## config.mk

```make
export PLATFORM = sky130hd
export DESIGN_NAME = line_buffer_3x3_regs
export DESIGN_NICKNAME = d
export VERILOG_FILES = /design/src/rtl/line_buffer_3x3_regs.sv
export SDC_FILE = /design/constraint.sdc
export NUM_CORES = 1
export LEC_CHECK = 0
export CAP_MARGIN = 20
export CORE_MARGIN = 2
export CORE_UTILIZATION = 60
export CTS_CLUSTER_SIZE = 10
export DETAILED_ROUTE_END_ITERATION = 12
export PLACE_DENSITY = 0.77
export SLEW_MARGIN = 20
export SYNTH_ARGS = -nofsm -noshare
export SYNTH_HDL_FRONTEND = slang
export SYNTH_SLANG_ARGS = --single-unit
```

## constraint.sdc

```tcl
create_clock -name i_CLK -period 4.03 [get_ports i_CLK]
set_clock_uncertainty 0.2 [all_clocks]
set_input_delay 0.6045 -clock i_CLK [delete_from_list [all_inputs] [get_ports i_CLK]]
set_output_delay 0.6045 -clock i_CLK [all_outputs]
set_load 0.01 [all_outputs]
```

## src/rtl/line_buffer_3x3_regs.sv

```systemverilog
// 3x3 sliding-window generator for a WIDTH x WIDTH raster built from register line buffers.
// Optional macro LB_WIN_GATE_EN forces the window taps to zero while o_valid is low.
module line_buffer_3x3_regs #(
  parameter int BITW  = 8,
  parameter int WIDTH = 28
) (
  input  logic            i_CLK,
  input  logic            i_reset,
  input  logic            i_valid,
  input  logic [BITW-1:0] i_pixel,
  output logic            o_valid,
  output logic [BITW-1:0] o_win00,
  output logic [BITW-1:0] o_win01,
  output logic [BITW-1:0] o_win02,
  output logic [BITW-1:0] o_win10,
  output logic [BITW-1:0] o_win11,
  output logic [BITW-1:0] o_win12,
  output logic [BITW-1:0] o_win20,
  output logic [BITW-1:0] o_win21,
  output logic [BITW-1:0] o_win22,
  output logic [15:0]     row_count,
  output logic [15:0]     col_count
);

  localparam int AW = (WIDTH > 1) ? $clog2(WIDTH) : 1;

  logic [15:0]     col_reg;
  logic [15:0]     row_reg;
  logic [15:0]     col_next;
  logic [15:0]     row_next;
  logic            valid_reg;
  logic            valid_next;
  logic [AW-1:0]   col_idx;
  logic            last_col;
  logic            last_row;
  logic [BITW-1:0] lb0_rd [WIDTH];
  logic [BITW-1:0] lb1_rd [WIDTH];
  logic [BITW-1:0] lb0_tap;
  logic [BITW-1:0] lb1_tap;
  logic [BITW-1:0] win_reg [3][3];

  assign col_idx  = col_reg[AW-1:0];
  assign last_col = (col_reg == 16'(WIDTH - 1));
  assign last_row = (row_reg == 16'(WIDTH - 1));
  assign lb0_tap  = lb0_rd[col_idx];
  assign lb1_tap  = lb1_rd[col_idx];

  // Each column owns one cell of each line; only the cell under the current column moves.
  genvar gi;
  generate
    for (gi = 0; gi < WIDTH; gi++) begin : g_lb
      logic [BITW-1:0] lb0_cell_reg;
      logic [BITW-1:0] lb1_cell_reg;

      always_ff @(posedge i_CLK) begin
        if (i_reset) begin
          lb0_cell_reg <= '0;
          lb1_cell_reg <= '0;
        end else if (i_valid && (col_reg == 16'(gi))) begin
          lb0_cell_reg <= lb1_cell_reg;
          lb1_cell_reg <= i_pixel;
        end
      end

      assign lb0_rd[gi] = lb0_cell_reg;
      assign lb1_rd[gi] = lb1_cell_reg;
    end
  endgenerate

  always_comb begin
    col_next   = col_reg + 16'd1;
    row_next   = row_reg;
    valid_next = (row_reg >= 16'd2) && (col_reg >= 16'd2);
    if (last_col) begin
      col_next = '0;
      row_next = last_row ? 16'd0 : row_reg + 16'd1;
    end
  end

  always_ff @(posedge i_CLK) begin
    if (i_reset) begin
      col_reg   <= '0;
      row_reg   <= '0;
      valid_reg <= 1'b0;
    end else if (i_valid) begin
      col_reg   <= col_next;
      row_reg   <= row_next;
      valid_reg <= valid_next;
    end
  end

  // Window rows: 0 is two rows up, 2 is the current row; column 2 is the newest.
  generate
    for (gi = 0; gi < 3; gi++) begin : g_win
      logic [BITW-1:0] new_tap;

      if (gi == 0) begin : g_top
        assign new_tap = lb0_tap;
      end else if (gi == 1) begin : g_mid
        assign new_tap = lb1_tap;
      end else begin : g_cur
        assign new_tap = i_pixel;
      end

      always_ff @(posedge i_CLK) begin
        if (i_reset) begin
          win_reg[gi][0] <= '0;
          win_reg[gi][1] <= '0;
          win_reg[gi][2] <= '0;
        end else if (i_valid) begin
          win_reg[gi][0] <= win_reg[gi][1];
          win_reg[gi][1] <= win_reg[gi][2];
          win_reg[gi][2] <= new_tap;
        end
      end
    end
  endgenerate

  assign o_valid   = valid_reg;
  assign row_count = row_reg;
  assign col_count = col_reg;

`ifdef LB_WIN_GATE_EN
  assign o_win00 = valid_reg ? win_reg[0][0] : '0;
  assign o_win01 = valid_reg ? win_reg[0][1] : '0;
  assign o_win02 = valid_reg ? win_reg[0][2] : '0;
  assign o_win10 = valid_reg ? win_reg[1][0] : '0;
  assign o_win11 = valid_reg ? win_reg[1][1] : '0;
  assign o_win12 = valid_reg ? win_reg[1][2] : '0;
  assign o_win20 = valid_reg ? win_reg[2][0] : '0;
  assign o_win21 = valid_reg ? win_reg[2][1] : '0;
  assign o_win22 = valid_reg ? win_reg[2][2] : '0;
`else
  assign o_win00 = win_reg[0][0];
  assign o_win01 = win_reg[0][1];
  assign o_win02 = win_reg[0][2];
  assign o_win10 = win_reg[1][0];
  assign o_win11 = win_reg[1][1];
  assign o_win12 = win_reg[1][2];
  assign o_win20 = win_reg[2][0];
  assign o_win21 = win_reg[2][1];
  assign o_win22 = win_reg[2][2];
`endif

endmodule

```

==> results by group, run 1 <==
Cells and area
  – FF+latch area: 11,800 sq um
  – Footprint of the multi-input gates: 10,990 sq um
  – Nets: 2,621
  – Fraction of layout instances using a drive strength above 1: 0.08966
  – Post-synthesis to final-layout area growth: 12.80%
  – Diode count: 0
  – Final design utilization: 0.6881
  – Fill count: 2,958

Clocking
  – Post-CTS resize count: 0
  – CTS tree: built
  – CTS H-Tree Depth: 2
  – CTS buffer count: 61
  – CTS root buffer: clkbuf_16
  – CTS Hold Bufs: 0
  – Clock sink count: 553
  – Worst-Skew Late Latency: slightly above 0.6 ns
  – CTS max path bufs: 3
  – Postcts setup bufs: 0
  – Clk slew on worst S/H paths: 0.06 ns

Timing
  – Worst hold slack: 0.08604 ns
  – Final hold violations: 0
  – Final worst path period need: 3.223 ns
  – Slew Viols, Final: 0
  – Setup TNS: 0 ns
  – Slew HR: 0.06460
  – Final WS setup: ~0.81 ns
  – # setup viols final: 0
  – Period utilization: 0.7998
  – RSZ-0062 raised after global routing: no
  – Fmax: 310.3 MHz
  – Worst-margin pin slew: 1.368 ns

Run status
  – Outcome: finished, final reports clean

Yosys
  – Top cells by area, synth: dfxtp_1 41%, nand2_1 11%, edfxtp_1 9.1%
  – Most frequent cells after synthesis: 707 x nand2_1, 481 x dfxtp_1, 347 x a21oi_1
  – Synth Area per Inst: 9.230 sq um
  – Mapped Nets: 2,583
  – Netlist Area Pre-Place: between 20,000 and 25,000 sq um
  – Most common cell in the synthesized netlist: nand2_1
  – Post-synth EDFFs: slightly above 70
  – Largest area contributor in the netlist: dfxtp_1
  – Yosys warns: 0
  – Netlist cell types: 49
  – FFs w/ async S/R, synth: 0
  – Post-Syn Instances: 2,566
  – Sequential cell area fraction in the yosys report: 0.4978
  – Flops & latches, synth: 553
  – Most common flop cell mapped by yosys: dfxtp_1
  – Post-synth top area share: 0.4066

Setup path
  – Crit path max-delay cell type: dfxtp_1
  – Critical Path AT: approximately 2.4 ns
  – Crit start category: flip-flop
  – Critical path, cell by cell: buf_4 -> clkdlybuf4s50_1
  – Critical path required time: 3.23 ns
  – Worst path max stage delay: 0.69 ns
  – Crit. End Element: output port
  – Crit Path Category: reg2out
  – Crit Path Max Fanout: 25

Global routing
  – Total track usage: 0.3259
  – Initial antenna violation count: 0
  – Vias in the first global route: 18,470
  – First-pass GRT wire length: 104.9 mm
  – Largest net degree at the start of global routing: 100
  – Remaining global-route overflow: 0

Floorplanning
  – Initial core utilization: 0.6100
  – Row cnt: 72
  – Core area: 38,830 sq um
  – I/O Pins: 116
  – Die area: 41,080 sq um
  – Die height: 202.7 um
  – Width of the die: 202.7 um

Placed design
  – Detailed Place HPWL: 43.75 mm
  – PortBufs: 115
  – Post-place setup slack: 0.8309 ns
  – Final Wtd Congestion: roughly 0.93

Drt
  – TritonRoute pass-1 iters: 6
  – Routed Antenna Nets: 0
  – Vias/cell: 6.176
  – Initial drt markers: 2,246
  – WL/cell: between 20 and 25 um
  – Via count: 19,390
  – DRC viols: 0
  – DRT Wirelength: 67.36 mm

Min path
  – Worst hold path class: in2reg

Power
  – Peak supply drop: 0.3478 mV
  – Pwr dens: between 400 and 500 nW/um^2
  – Leakage: 8.721 nW
  – Pwr Total: 11.13 mW

Job
  – Max_cap viols: 0
## cell type report
cell class | count | share of cell area
Sequential cell | 553 | 0.4417
Tap cell | 518 | 0.02426
Clock buffer | 77 | 0.05938
Clock inverter | 3 | 0.0009366
Multi-Input combinational cell | 1801 | 0.4113
Inverter | 6 | 0.0008430
Timing Repair Buffer | 181 | 0.06154
## power breakdown
| group | leakage (nW) | internal (mW) | switching (mW) | total, mW |
|---|---|---|---|---|
| logic | 3.27 | 0.240 | 0.408 | 0.648 |
| registers | 4.67 | 5.65 | 0.0516 | 5.70 |
| clock network | 0.780 | 2.70 | 2.08 | 4.78 |
## metrics by stage
stage               cells  cell area [sq um]
floorplan            2566              23690
global placement     3059              25110
detailed placement   3059              25100
CTS                  3139              26720
global route         3139              26720
finish               3139              26720
## layer usage
metal | global-route usage | wire, um
met1 | 0.4403 | 27230
met3 | 0.06565 | 6551
met5 | 0 | 0
met4 | 0.1486 | 3235
met2 | 0.5083 | 30350
## final timing paths
path	startpoint	slack (ns)	cells past startpoint	end
max	col_count[4]$_SDFFE_PP0P_	0.81	2	col_count[4]
min	i_reset	0.09	2	g_lb[0].lb1_cell_reg[6]$_SDFFE_PP0P_
max reg2reg	col_count[1]$_SDFFE_PP0P_	0.81	8	row_count[12]$_SDFFE_PP0P_
min reg2reg	g_lb[20].lb0_cell_reg[7]$_SDFFE_PP0P_	0.25	2	g_lb[20].lb0_cell_reg[7]$_SDFFE_PP0P_
## critical path, delay by kind of cell, from the launching register on
| family | cells | cell delay, ns |
|---|---|---|
| DFF | 1 | 0.69 |
| buffers and inverters | 2 | 1.10 |
## cells in the final DEF (no fill, tap or decap), drive strengths merged, types with 10 or more instances in the layout
master / instances
a211oi: 21
mux4: 75
mux2i: 204
a221oi: 16
nor3: 12
nand4: 16
buf: 71
a21oi: 347
nor2: 172
and2: 64
xor2: 19
nor4: 10
and3: 18
dfxtp: 481
clkdlybuf4s50: 110
nand3: 39
clkbuf: 77
a22oi: 13
nand2: 707
edfxtp: 72
## cells by family after synthesis
family                   Yosys count  share of synthesized area
adder cells (fa/ha/maj)            6                   0.003169
AND/OR/NAND/NOR                 1062                     0.1930
buffers and inverters            212                    0.03846
AO/OA/AOI/OAI                    429                     0.1003
XOR/XNOR                          21                   0.007766
multiplexers                     283                     0.1594
flip-flops                       553                     0.4978
Note: power is estimated with default switching activity, not from simulation.
==> run 2, diff against run 1 <==
--- a/config.mk
+++ b/config.mk
@@ -7,10 +7,10 @@
 export LEC_CHECK = 0
 export CAP_MARGIN = 20
 export CORE_MARGIN = 2
-export CORE_UTILIZATION = 60
+export CORE_UTILIZATION = 54
 export CTS_CLUSTER_SIZE = 10
 export DETAILED_ROUTE_END_ITERATION = 12
-export PLACE_DENSITY = 0.77
+export PLACE_DENSITY = 0.74
 export SLEW_MARGIN = 20
 export SYNTH_ARGS = -nofsm -noshare
 export SYNTH_HDL_FRONTEND = slang
==> constraint.sdc (replaced) <==
create_clock -name i_CLK -period 2.65 [get_ports i_CLK]
set_clock_uncertainty 0.2 [all_clocks]
set_input_delay 0.3975 -clock i_CLK [delete_from_list [all_inputs] [get_ports i_CLK]]
set_output_delay 0.3975 -clock i_CLK [all_outputs]
set_load 0.01 [all_outputs]
==> run 2 against run 1 <==
Effect of this change:
- cell count up 5.3%
- non-clock buffer count rose by 98
- setup slack got worse by 0.78 ns
- sequential power is 52% higher
- first-iteration DRC count fell by 4.3%
- design area increased by 5.2%
- die area grew 11%
- largest power group unchanged
==> results by group, run 2 (synthesis results as in run 1) <==
Run status
  – Outcome: finished, final reports clean

Floorplanning
  – Initial core utilization: 0.5486 (-0.06138)
  – Die height: 213.4 um (+5.3%)
  – I/O Pins: 116 (unchanged)
  – Row cnt: 76 (+5.6%)
  – Core area: 43,170 sq um (+11%)
  – Die area: 45,550 sq um (+11%)
  – Width of the die: 213.4 um (+5.3%)

Clocking
  – Worst-Skew Late Latency: 0.63 ns (+0.02 ns)
  – CTS max path bufs: 3 (unchanged)
  – CTS buffer count: 61 (unchanged)
  – CTS root buffer: clkbuf_16
  – CTS Hold Bufs: 0 (unchanged)
  – Clock sink count: 553 (unchanged)
  – CTS tree: built
  – Clk slew on worst S/H paths: 0.06 ns (about the same)
  – CTS H-Tree Depth: 2 (unchanged)

Cells and area
  – Fill count: 3,384 (+14%)
  – Finished Cell Area: 28,100 sq um (+5.2%)
  – Fraction of layout instances using a drive strength above 1: 0.1250 (+0.03529)
  – Diode count: 0 (unchanged)
  – Most frequent cells in the layout: 705 x nand2_1, 477 x dfxtp_1, 347 x a21oi_1
  – Commonest non-fill, non-tap cell in the layout: nand2_1
  – Nets: 2,719 (+3.7%)
  – Post-synthesis to final-layout area growth: 18.66%

Timing
  – Period utilization: 0.9890
  – RSZ-0062 raised after global routing: no
  – # setup viols final: 0 (unchanged)
  – Fmax: 381.6 MHz
  – Final WS setup: 0.02919 ns (-0.7776 ns)
  – Final hold violations: 0 (unchanged)
  – Slew Viols, Final: 0 (unchanged)
  – Worst-margin pin slew: 1.083 ns (-0.2851 ns)
  – Slew HR: 0.2783 (+0.2137)
  – Final worst path period need: approximately 2.6 ns

Drt
  – Routed Antenna Nets: 0 (unchanged)
  – TritonRoute pass-1 iters: 5 (-1)
  – Vias/cell: 5.929 (-4.0%)
  – Via count: 19,600 (+1.1%)
  – WL/cell: 20.47 um (-4.6%)
  – Initial drt markers: 2,150 (-4.3%)
  – DRT Wirelength: 67.68 mm (+0.47%)
  – DRC viols: 0 (unchanged)

Global routing
  – Total track usage: 0.2934 (-0.03252)
  – Largest net degree at the start of global routing: 175 (+75%)
  – Vias in the first global route: 18,620 (+0.83%)
  – Initial antenna violation count: 3 (+3)
  – First-pass GRT wire length: 103.5 mm (-1.3%)
  – Remaining global-route overflow: 0 (unchanged)

Setup path
  – Reg-to-Reg Start: col_count[1]$_SDFFE_PP0P_
  – Crit Path Max Fanout: 8 (-68%)
  – Worst path bufs/invs: 5 (+3)
  – CP dominant cell by count: buf_4
  – Top Family by Delay on Critical Path: buffers and inverters
  – Critical Path AT: 2.76 ns (+0.34 ns)
  – Cell count along the critical path: 9 (+7)
  – Worst-case reg-to-reg path depth: 9 (+1)
  – Critical path origin: col_count[1]$_SDFFE_PP0P_
  – Crit start category: flip-flop
  – Crit. End Element: flip-flop
  – Critical path, cell by cell: buf_4 -> buf_4 -> inv_1 -> nand2_1 -> buf_4 -> o221ai_1 -> a211oi_1 -> buf_4 -> a211oi_1
  – Crit path max-delay cell type: a211oi_1
  – Worst path max stage delay: 0.49 ns (-0.20 ns)
  – Worst r2r dst: win_reg[0][0]$_SDFFCE_PN0P_
  – R2R Setup Slk: 0.03 ns (-0.78 ns)
  – Critical path required time: 2.78 ns (-0.45 ns)
  – Crit Path Category: reg2reg

Power
  – Leakage: 9.360 nW (+7.3%)
  – Peak supply drop: 0.5667 mV (+63%)
  – Pwr dens: 610.9 nW/um^2 (+47%)

Placed design
  – Final Wtd Congestion: 0.9319 (+0.26%)
  – DP Area: 26,290 sq um (+4.7%)
  – Detailed Place HPWL: 44.12 mm (+0.84%)
  – Post-place setup slack: -0.0002724 ns (-0.8311 ns)
  – PortBufs: 115 (unchanged)

Min path
  – Hold Path Depth: 3 (+1)
  – Hold endpoint: col_count[3]$_SDFFE_PP0P_
  – Hold_sp: i_reset
  – Worst hold path class: in2reg

Job
  – Max_cap viols: 0 (unchanged)
## run 2: worst max path at each step
stage / to / slack [ns]
global placement: win_reg[0][7]$_SDFFCE_PN0P_ / 0.05
floorplan: g_lb[2].lb0_cell_reg[0]$_SDFFE_PP0P_ / -0.02
detailed placement: g_lb[2].lb0_cell_reg[0]$_SDFFE_PP0P_ / -0.0003
finish: win_reg[0][0]$_SDFFCE_PN0P_ / 0.03
CTS: g_lb[2].lb0_cell_reg[0]$_SDFFE_PP0P_ / 0.02
global route: col_count[2] / 0.007
## run 2: layout make-up
type,count,area [sq um],area share
Clock buffer,81,1654,0.05885
Multi-Input combinational cell,1801,11040,0.3927
Clock inverter,1,8.758,0.0003116
Inverter,6,28.78,0.001024
Tap cell,585,732.0,0.02604
Sequential cell,553,11800,0.4199
Timing Repair Buffer,279,2843,0.1011
## run 2: power by group
group / switching [mW] / leakage, nW / internal, mW
sequential: 0.0568 / 4.67 / 8.59
clock: 3.13 / 0.808 / 4.25
combinational: 0.667 / 3.88 / 0.469
## run 2: tightest hold or removal path, cell delays in order
cell	delay, ns
buf_8	0.12
or2_2	0.20
nor2_1	0.07
## run 2: timing repair
item,CTS,global route
buffers inserted,7,5
pin swaps,0,2
endpoints found under the setup margin,2,18
gates resized for setup,0,8
cloned,0,1
## run 2: metrics by stage
| stage | hold slack, ns | cells | power, mW | util | setup TNS (ns) |
|---|---|---|---|---|---|
| 2_1_floorplan | 0.2286 | 2566 | 9.442 | - | -0.2233 |
| 3_3_place_gp | 0.2360 | 3211 | 9.890 | 0.6090 | 0 |
| 3_5_place_dp | 0.2431 | 3211 | 9.911 | 0.6090 | -0.0002724 |
| 4_1_cts | 0.0009034 | 3300 | 17.19 | 0.6488 | 0 |
| 5_1_grt | 0.02665 | 3306 | 17.62 | 0.6510 | 0 |
| 6_report | 0.02473 | 3306 | 17.17 | 0.6510 | 0 |
## run 2: per-layer routing
metal	routed length [um]	share of wire	vias up	global-route usage
li1	-	-	9049	-
met1	27460	0.41	9453	0.3927
met2	30950	0.46	941	0.4613
met3	6642	0.098	153	0.05712
met4	2596	0.038	4	0.1367
met5	32	0.00047	-	0
